===== src/rtl/mouse_packet_receiver.sv =====
// PS/2 mouse receiver: deserializes 11-bit PS/2 frames from the raw clock/data
// lines and assembles 3-byte movement packets for the position accumulator.
// Latency: tx rises FILTER_LEN+3 qzt_clk cycles after the raw ps2_clk fall
// that samples the stop bit of byte 2. No backpressure: the mouse cannot be stalled.
//
// Ports:
//   qzt_clk, rst_n        system clock, synchronous active-low reset
//   ps2_clk, ps2_data     raw asynchronous PS/2 lines
//   status/deltaX/deltaY  bytes 0/1/2 of the last good packet (held)
//   tx                    one-cycle pulse per new packet
//   err                   one-cycle pulse on parity/stop error or timeout
module mouse_packet_receiver #(
  parameter int FILTER_LEN     = 8,
  parameter int TIMEOUT_CYCLES = 50000
) (
  input  logic       qzt_clk,
  input  logic       rst_n,
  input  logic       ps2_clk,
  input  logic       ps2_data,
  output logic [7:0] status,
  output logic [7:0] deltaX,
  output logic [7:0] deltaY,
  output logic       tx,
  output logic       err
);

  localparam int FW = $clog2(FILTER_LEN + 1);
  localparam int TW = $clog2(TIMEOUT_CYCLES + 1);

  typedef enum logic [1:0] {S_IDLE, S_DATA, S_PARITY, S_STOP} state_t;

  state_t          state, state_nxt;
  logic            clk_s1, clk_s2, data_s1, data_s2;
  logic            filt, filt_d;
  logic [FW-1:0]   filt_cnt;
  logic [TW-1:0]   tcnt;
  logic [2:0]      bit_cnt;
  logic [7:0]      shift;
  logic            par_bit;
  logic [1:0]      byte_idx;
  logic [7:0]      shadow0, shadow1;
  logic            sample, active, timeout, frame_good, frame_bad;

  // One-cycle sample strobe on the falling edge of the filtered clock.
  assign sample = filt_d & ~filt;
  // The timeout only guards partial frames or partial packets.
  assign active = (state != S_IDLE) || (byte_idx != 2'd0);

  always_comb begin
    state_nxt  = state;
    frame_good = 1'b0;
    frame_bad  = 1'b0;
    // A sample in the expiry cycle takes precedence over the timeout.
    timeout    = active && !sample && (tcnt == TW'(TIMEOUT_CYCLES - 1));
    if (sample) begin
      case (state)
        S_IDLE:   if (!data_s2) state_nxt = S_DATA;   // data=1 here is line noise
        S_DATA:   if (bit_cnt == 3'd7) state_nxt = S_PARITY;
        S_PARITY: state_nxt = S_STOP;
        S_STOP: begin
          state_nxt = S_IDLE;
          // Odd parity: data bits plus parity bit must XOR to 1.
          if (data_s2 && (^shift ^ par_bit)) frame_good = 1'b1;
          else                               frame_bad  = 1'b1;
        end
        default:  state_nxt = S_IDLE;
      endcase
    end else if (timeout) begin
      state_nxt = S_IDLE;
    end
  end

  always_ff @(posedge qzt_clk) begin
    if (!rst_n) begin
      clk_s1   <= 1'b1;
      clk_s2   <= 1'b1;
      data_s1  <= 1'b1;
      data_s2  <= 1'b1;
      filt     <= 1'b1;
      filt_d   <= 1'b1;
      filt_cnt <= '0;
      tcnt     <= '0;
      state    <= S_IDLE;
      bit_cnt  <= '0;
      shift    <= '0;
      par_bit  <= 1'b0;
      byte_idx <= '0;
      shadow0  <= '0;
      shadow1  <= '0;
      status   <= '0;
      deltaX   <= '0;
      deltaY   <= '0;
      tx       <= 1'b0;
      err      <= 1'b0;
    end else begin
      clk_s1  <= ps2_clk;
      clk_s2  <= clk_s1;
      data_s1 <= ps2_data;
      data_s2 <= data_s1;

      // Filtered clock flips only after FILTER_LEN consecutive disagreeing cycles.
      if (clk_s2 == filt) begin
        filt_cnt <= '0;
      end else if (filt_cnt == FW'(FILTER_LEN - 1)) begin
        filt     <= clk_s2;
        filt_cnt <= '0;
      end else begin
        filt_cnt <= filt_cnt + 1'b1;
      end
      filt_d <= filt;

      state <= state_nxt;
      tx    <= 1'b0;
      err   <= frame_bad || timeout;

      if (sample || timeout || !active) tcnt <= '0;
      else                              tcnt <= tcnt + 1'b1;

      if (sample) begin
        case (state)
          S_IDLE:   bit_cnt <= '0;
          S_DATA: begin
            shift   <= {data_s2, shift[7:1]};   // LSB arrives first
            bit_cnt <= bit_cnt + 1'b1;
          end
          S_PARITY: par_bit <= data_s2;
          default:  ;
        endcase
      end

      if (frame_bad || timeout) begin
        byte_idx <= '0;
      end else if (frame_good) begin
        case (byte_idx)
          2'd0: begin
            // Byte 0 always has bit3 set; anything else means we are misaligned.
            if (shift[3]) begin
              shadow0  <= shift;
              byte_idx <= 2'd1;
            end
          end
          2'd1: begin
            shadow1  <= shift;
            byte_idx <= 2'd2;
          end
          default: begin
            status   <= shadow0;
            deltaX   <= shadow1;
            deltaY   <= shift;
            tx       <= 1'b1;
            byte_idx <= 2'd0;
          end
        endcase
      end
    end
  end

endmodule

===== config.mk =====
export PLATFORM = sky130hd
export DESIGN_NAME = mouse_packet_receiver
export DESIGN_NICKNAME = d
export VERILOG_FILES = /design/src/rtl/mouse_packet_receiver.sv
export SDC_FILE = /design/constraint.sdc
export NUM_CORES = 1
export LEC_CHECK = 0
export ABC_AREA = 1
export BUFFER_PORTS_ARGS = -buffer_cell sky130_fd_sc_hd__buf_2
export CAP_MARGIN = 30
export CELL_PAD_IN_SITES_DETAIL_PLACEMENT = 2
export CELL_PAD_IN_SITES_GLOBAL_PLACEMENT = 2
export CORE_UTILIZATION = 34
export DETAILED_ROUTE_END_ITERATION = 10
export GPL_TIMING_DRIVEN = 0
export PLACE_DENSITY = 0.89
export SETUP_SLACK_MARGIN = 0.1
export SLEW_MARGIN = 10
export SYNTH_ARGS = -nofsm -noshare
export SYNTH_HDL_FRONTEND = slang
export SYNTH_SLANG_ARGS = --single-unit

===== constraint.sdc =====
create_clock -name qzt_clk -period 1.8 [get_ports qzt_clk]
set_input_delay 0.09 -clock qzt_clk [delete_from_list [all_inputs] [get_ports qzt_clk]]
set_output_delay 0.09 -clock qzt_clk [all_outputs]
set_load 0.1 [all_outputs]

==> impl_results.md, run 1 <==
- Crit start category: register
- Worst R2R End: deltaX[2]
- Slew headroom: 59.6%
- Post-synthesis cell area: 0.00367 mm^2
- Worst-path clk slew: 0.09 ns
- Root Buffer: clkbuf_8
- Vias: 3790
- Largest family of logic cells by synthesized area: simple AND/OR/NAND/NOR gates
- Compound-Gate Fraction of Synth Area: 5.89%
- Most frequent cells in the layout: nor2_1, nand2_1, dfxtp_1, nand3_1, inv_1
- Crit path time final: 1.98 ns
- Initial antenna violation count: 0
- Register-to-register setup slack: -0.18 ns
- # IOs: 30
- Cell count after synthesis: 518
- Critical path endpoint category: register
- DIE AREA: 0.0112 mm^2
- Core Box Area: 0.0104 mm^2
- Seq/Total Area, Yosys: 45.8%
- Filler cell count: 1194
- Status: finished, violations left
- CP Max Fanout: 10
- Global route total overflow: 0
- Worst-case reg-to-reg path depth: 13
- LEAKAGE: 2.06 nW
- Sw power: 801 uW
- H-tree level count: 3
- Final net count: 605
- Hold Fails Final Rpt: 0
- Net count after synthesis: 531
- Port bufs: 29
- Die Wd: 106 um
- Wirelength, routed: 15900 um
- DRT Pass-1 Iters: 4
- Peak Freq: 506 MHz
- CTS sink count: 84
- Distinct cells, synth: 30
- Reg2reg start: shift[3]
- DRC Markers: 0
- Share of cells above drive strength 1: 33.8%
- CTS buffer count: 9
- Hold/Removal Path Class: in -> reg
- Clock power frac: 39.6%
- Pwr dens: 650 mW/mm^2
- Hold_sp: rst_n
- Violated checks: negative setup slack
- Mux share of post-synthesis cell area: 0%
- Net Sw Frac: 25.0%
- CP Class: reg -> reg
- CP required: 2.08 ns
- Hold Slack: 0.271 ns
- Fin crit share: 110%
- Syn. warnings: 0
- Max IR drop VDD: 0.779 mV
- Starting density of the core: 35.3%
- Number of global-route vias before repair: 4295
- Synth Area in Adders: 3.07%
- Area grow syn2layout: 34.1%
- Comb pwr share: 2.4%
- ANT nets after route: 0
- Data arrival, critical path: 2.26 ns
- Setup violations, final: 42
- Site Rows: 37
- Post-Syn Area per Cell: 7.09 um^2
- Post-synthesis simple-gate area fraction: 35.3%
- Pre-CTS setup slack: -0.336 ns
- Gpl congestion: 0.786
- DIE HEIGHT: 106 um
- Avg Vias per Cell: 5.18
- TritonCTS clock tree: done
- Post-Synth XOR/XNOR Area: 1.91%
- 1st-iter DRT viols: 153
- RSZ-0062 raised after global routing: true
- Worst skew pair latency: 0.39 ns
- Routed WL per cell: 21.7 um
- Power Internal: 2.40 mW
- Max Buffers Root-to-Sink: 2
- Largest net degree at the start of global routing: 13
- Worst Skew: 0.0176 ns
- WHS Endpoint: tcnt[0]
- First-pass GRT wire length: 22700 um
- Worst-Margin Slew: 0.606 ns
- DP HPWL: 8120 um
- Antenna cells: 0
- Final critical-path setup slack: -0.176 ns
- Reg power frac: 58.0%
- Worst hold stages: 5
- Yosys reg bits: 84
- GRT Total Usage: 26.8%
- Final core occ: 47.3%
- Slew Limit Fails: 0
- Max-Cap Viols: 0
## cell families (layout without fill, tap and decap cells)
family,Yosys count,after routing
and+or+nand+nor,304,304
DFF,84,84
buffers and inverters,72,149
AOI/OAI and AO/OA,41,41
adders and majority gates,9,9
xor gates and xnor gates,8,8
## per-stage QoR
| step | area (um^2) | setup TNS (ns) | cells | power [mW] |
|---|---|---|---|---|
| floorplan | 3670 | 0 | 518 | 1.95 |
| global placement | 3990 | -3.62 | 683 | 1.97 |
| detailed placement | 3990 | -13.59 | 683 | 1.97 |
| CTS | 4570 | 0 | 721 | 3.19 |
| global route | 4920 | -8.27 | 731 | 3.31 |
| finish | 4920 | -5.13 | 731 | 3.20 |
## Yosys cell counts
library cell,instances,area share (%)
o221ai_1,1,0.24
o21a_1,1,0.20
or2_0,1,0.17
clkinv_1,1,0.10
o211ai_1,1,0.20
nand4_1,7,1.2
nor2_4,1,0.31
nor2_1,116,12
a31oi_1,2,0.34
inv_2,4,0.41
nand3_1,53,7.2
nand2_1,105,11
nand3_4,1,0.48
nand2_2,1,0.17
xor2_1,8,1.9
clkbuf_1,9,0.92
dfxtp_1,84,46
buf_1,4,0.41
buf_2,2,0.27
buf_4,2,0.41
ha_1,9,3.1
buf_6,2,0.61
nor3b_1,3,0.61
nor4_1,2,0.34
or2_2,5,0.85
o21ai_0,14,1.9
a21oi_1,22,3.0
nor2_2,5,0.85
inv_1,48,4.9
nor3_1,4,0.54
## routing by layer
layer	share of wire, %	vias up	routed length, um	track usage (%)
met3	1.9	41	300	4.54
met2	55	82	8660	49.3
met5	0	-	0	0
li1	-	1777	-	-
met4	3.3	0	521	14.1
met1	40	1890	6380	29.3
## sequential cells by signal, indices dropped and copies added, names as in the netlist, 3 cells and up
register  count
shadow1       8
shift         8
status        8
tcnt         16
shadow0       8
bit_cnt       3
deltaX        8
deltaY        8
filt_cnt      4
## layout make-up
class	count	area [um^2]	share of cell area [%]
Multi-Input combinational cell	362	2050	41.7
Sequential cell	84	1720	34.9
Timing Repair Buffer	64	484	9.83
Inverter	53	214	4.34
Tap cell	136	170	3.46
Clock buffer	12	145	2.95
Buffer	18	128	2.59
Clock inverter	2	12.5	0.254
## worst max-delay path, cell delays in order (launching register included)
cell	delay, ns
dfxtp_4	0.41
inv_4	0.06
nand2_2	0.09
nand2_2	0.08
buf_4	0.15
nand3_2	0.07
nand2_1	0.08
nand2_1	0.11
nand3_2	0.11
nor2_4	0.17
buf_4	0.20
nand3_1	0.14
nand2_1	0.11
nor2_1	0.06
## what timing repair did
| item | in CTS | in global routing |
|---|---|---|
| resized for setup | 94 | 73 |
| cloned | 3 | 1 |
| endpoints found under the hold margin | 2 | 0 |
| pin swaps | 30 | 36 |
| hold buffers | 2 | 0 |
| setup endpoints to repair | 71 | 67 |
| buffers inserted | 19 | 10 |
## power groups by stage
stage          clock (mW)  combinational [mW]  sequential (mW)
2_1_floorplan           0              0.0430             1.91
3_3_place_gp            0              0.0617             1.91
3_5_place_dp            0              0.0654             1.91
4_1_cts              1.26              0.0704             1.86
5_1_grt              1.37              0.0836             1.86
6_report             1.27              0.0772             1.86
## how the worst max path moves through the flow
stage	to	start
2_1_floorplan	shadow0[0]	shift[7]
3_3_place_gp	tcnt[11]	byte_idx[1]
3_5_place_dp	shadow0[5]	shift[6]
4_1_cts	deltaY[3]	shift[3]
5_1_grt	shadow1[0]	shift[2]
6_report	deltaX[2]	shift[3]
(Power assumes the default switching activity.)
==> inputs of run 2 (changes only) <==
--- a/config.mk
+++ b/config.mk
@@ -10,10 +10,11 @@
 export CAP_MARGIN = 30
 export CELL_PAD_IN_SITES_DETAIL_PLACEMENT = 2
 export CELL_PAD_IN_SITES_GLOBAL_PLACEMENT = 2
-export CORE_UTILIZATION = 34
+export CORE_UTILIZATION = 32
+export CTS_BUF_LIST = sky130_fd_sc_hd__clkbuf_8
 export DETAILED_ROUTE_END_ITERATION = 10
 export GPL_TIMING_DRIVEN = 0
-export PLACE_DENSITY = 0.89
+export PLACE_DENSITY = 0.88
 export SETUP_SLACK_MARGIN = 0.1
 export SLEW_MARGIN = 10
 export SYNTH_ARGS = -nofsm -noshare
==> constraint.sdc (replaced) <==
create_clock -name qzt_clk -period 1.7 [get_ports qzt_clk]
set_input_delay 0.085 -clock qzt_clk [delete_from_list [all_inputs] [get_ports qzt_clk]]
set_output_delay 0.085 -clock qzt_clk [all_outputs]
set_load 0.1 [all_outputs]
==> run 2 against run 1 <==
  * The run still ends with negative setup slack left
  * Worst setup slack lost 0.17 ns
  * First-iteration DRC count shrank 11%
  * Die area grew 6.1%
  * Register-to-register slack lost 0.17 ns
  * Hold slack gained 0.00076 ns
  * Sequential share of layout area shrank 1.9 points
  * Critical endpoint is now shadow0[6]
==> impl_results.md, run 2 (synthesis gave the netlist of run 1 again) <==
- Status: finished, violations left (unchanged)
- Violated checks: negative setup slack (unchanged)
- LEAKAGE: 2.23 nW (was 2.06 nW)
- Most frequent cells in the layout: nor2_1, nand2_1, dfxtp_1, buf_4, nand3_1 (was nor2_1, nand2_1, dfxtp_1, nand3_1, inv_1)
- DIE HEIGHT: 109 um (was 106 um)
- Number of global-route vias before repair: 4078 (was 4295)
- Critical path endpoint category: register (unchanged)
- Initial antenna violation count: 0 (unchanged)
- Post-route cell area: 0.00529 mm^2 (was 0.00492 mm^2)
- Filler cell count: 1234 (was 1194)
- Slew headroom: 53.9% (was 59.6%)
- WL met3: 589 um (was 300 um)
- CP Class: reg -> reg (unchanged)
- Area of the multi-input gates: 0.00213 mm^2 (was 0.00205 mm^2)
- Met2 WL post-DR: 8870 um (was 8660 um)
- Hold/Removal Path Class: in -> reg (unchanged)
- Slew Limit Fails: 0 (unchanged)
- Global route total overflow: 0 (unchanged)
- Max reg flops: 16 (unchanged)
- Pwr dens: 673 mW/mm^2 (was 650 mW/mm^2)
- Area grow syn2layout: 44.0% (was 34.1%)
- Largest reg by FF count: tcnt (unchanged)
- ANT nets after route: 0 (unchanged)
- Crit path time final: 2.04 ns (was 1.98 ns)
- Wirelength, routed: 17000 um (was 15900 um)
- Site Rows: 38 (was 37)
- DIE AREA: 0.0119 mm^2 (was 0.0112 mm^2)
- Root Buffer: clkbuf_8 (unchanged)
- Max Buffers Root-to-Sink: 2 (unchanged)
- Peak Freq: 489 MHz (was 506 MHz)
- Worst skew pair latency: 0.40 ns (was 0.39 ns)
- Hold Fails Final Rpt: 0 (unchanged)
- Max-Cap Viols: 0 (unchanged)
- Met1 wire length: 6650 um (was 6380 um)
- CTS sink count: 84 (unchanged)
- Core Box Area: 0.0110 mm^2 (was 0.0104 mm^2)
- Avg Vias per Cell: 5.21 (was 5.18)
- DP HPWL: 7430 um (was 8120 um)
- H-tree level count: 3 (unchanged)
- Fin crit share: 120% (was 110%)
- CP required: 1.99 ns (was 2.08 ns)
- Hold Slack: 0.272 ns (was 0.271 ns)
- Worst-Margin Slew: 0.691 ns (was 0.606 ns)
- Commonest non-fill, non-tap cell in the layout: nor2_1
- Die Wd: 109 um (was 106 um)
- Sum Neg Setup Slack: -9.70 ns (was -5.13 ns)
- Antenna cells: 0 (unchanged)
- 1st-iter DRT viols: 136 (was 153)
- Worst-path clk slew: 0.09 ns (about the same)
- Data arrival, critical path: 2.33 ns (was 2.26 ns)
- Pre-CTS setup slack: -0.392 ns (was -0.336 ns)
- Crit start category: register (unchanged)
- GRT Total Usage: 23.8% (was 26.8%)
- Tot Pwr: 3.56 mW (was 3.20 mW)
- Placed Cells: 687 (was 683)
- DRC Markers: 0 (unchanged)
- # IOs: 30 (unchanged)
- Routed WL per cell: 22.4 um (was 21.7 um)
- RSZ-0062 raised after global routing: true (unchanged)
- Max IR drop VDD: 0.546 mV (was 0.779 mV)
- Final core occ: 48.0% (was 47.3%)
- Largest net degree at the start of global routing: 14 (was 13)
- Dpl cell area: 0.00399 mm^2 (about the same)
- Gpl congestion: 0.778 (was 0.786)
- Setup violations, final: 44 (was 42)
- Final net count: 629 (was 605)
- First-pass GRT wire length: 21100 um (was 22700 um)
- CTS buffer count: 9 (unchanged)
- Storage element area: 0.00175 mm^2 (was 0.00172 mm^2)
- Crit path from: par_bit (was shift[3])
- Starting density of the core: 33.3% (was 35.3%)
- Reg2reg start: par_bit (was shift[3])
- TritonCTS clock tree: done (unchanged)
- Final Non-Filler Cells: 760 (was 731)
- Port bufs: 29 (unchanged)
- Final critical-path setup slack: -0.345 ns (was -0.176 ns)
- Hold_sp: rst_n (unchanged)
- CP Max Fanout: 5 (was 10)
- DRT Pass-1 Iters: 4 (unchanged)
- Share of cells above drive strength 1: 40.8% (was 33.8%)
- Vias: 3956 (was 3790)
- Worst Skew: 0.0185 ns (was 0.0176 ns)
- Top sig layer: met4 (unchanged)
[run 2: changes by cell type in the layout (fill, tap and decap cells not counted), moves of 5 or more]
| cell | previous run | this run |
|---|---|---|
| buf_4 | 25 | 42 |
| buf_6 | 9 | 18 |
| dfxtp_2 | 11 | 6 |
| dfxtp_4 | 6 | 15 |
| inv_1 | 38 | 33 |
| nand2_1 | 83 | 75 |
| nand2_2 | 19 | 27 |
[run 2: worst max-delay path, cell delays in order, from the launching register on]
cell and delay (ns):
dfxtp_2 0.36, inv_2 0.09, nor2_2 0.06, nor2_1 0.17
nand2_1 0.11, nand2_2 0.11, inv_1 0.07, nand2_2 0.06
nand3_2 0.10, nor2_4 0.19, buf_6 0.18, buf_8 0.12
nand3_1 0.09, nand2_1 0.15, nor2_1 0.07
[run 2: power by group]
group	internal (mW)	switching, mW
clock network	0.704	0.822
logic	0.0244	0.0588
registers	1.95	0.00543
total	2.67	0.886
[run 2: layout make-up]
cell class	instances	area share (%)
Timing Repair Buffer	87	12.6
Multi-Input combinational cell	362	40.3
Clock buffer	10	2.60
Inverter	53	4.47
Tap cell	140	3.31
Sequential cell	84	33.0
Buffer	19	2.70
Clock inverter	5	0.993
[run 2: final timing paths]
check                                  end  slack (ns)  cells past startpoint
worst min register to register     data_s2        0.44                      1
worst max register to register  shadow0[6]       -0.34                     14
worst max-delay path            shadow0[6]       -0.34                     14
worst min-delay path              tcnt[10]        0.27                      5
[run 2: per-layer routing]
metal / up-vias / track usage, %
li1: 1829 / -
met1: 1977 / 25.8
met2: 96 / 43.9
met3: 54 / 5.50
met4: 0 / 9.65
met5: - / 0
[run 2: timing repair]
action,CTS,global route
hold endpoints to repair,2,0
setup endpoints to repair,72,65
pin swaps,44,50
hold buffers,2,0
setup buffers,26,26
resized for setup,109,115
gates cloned,3,1
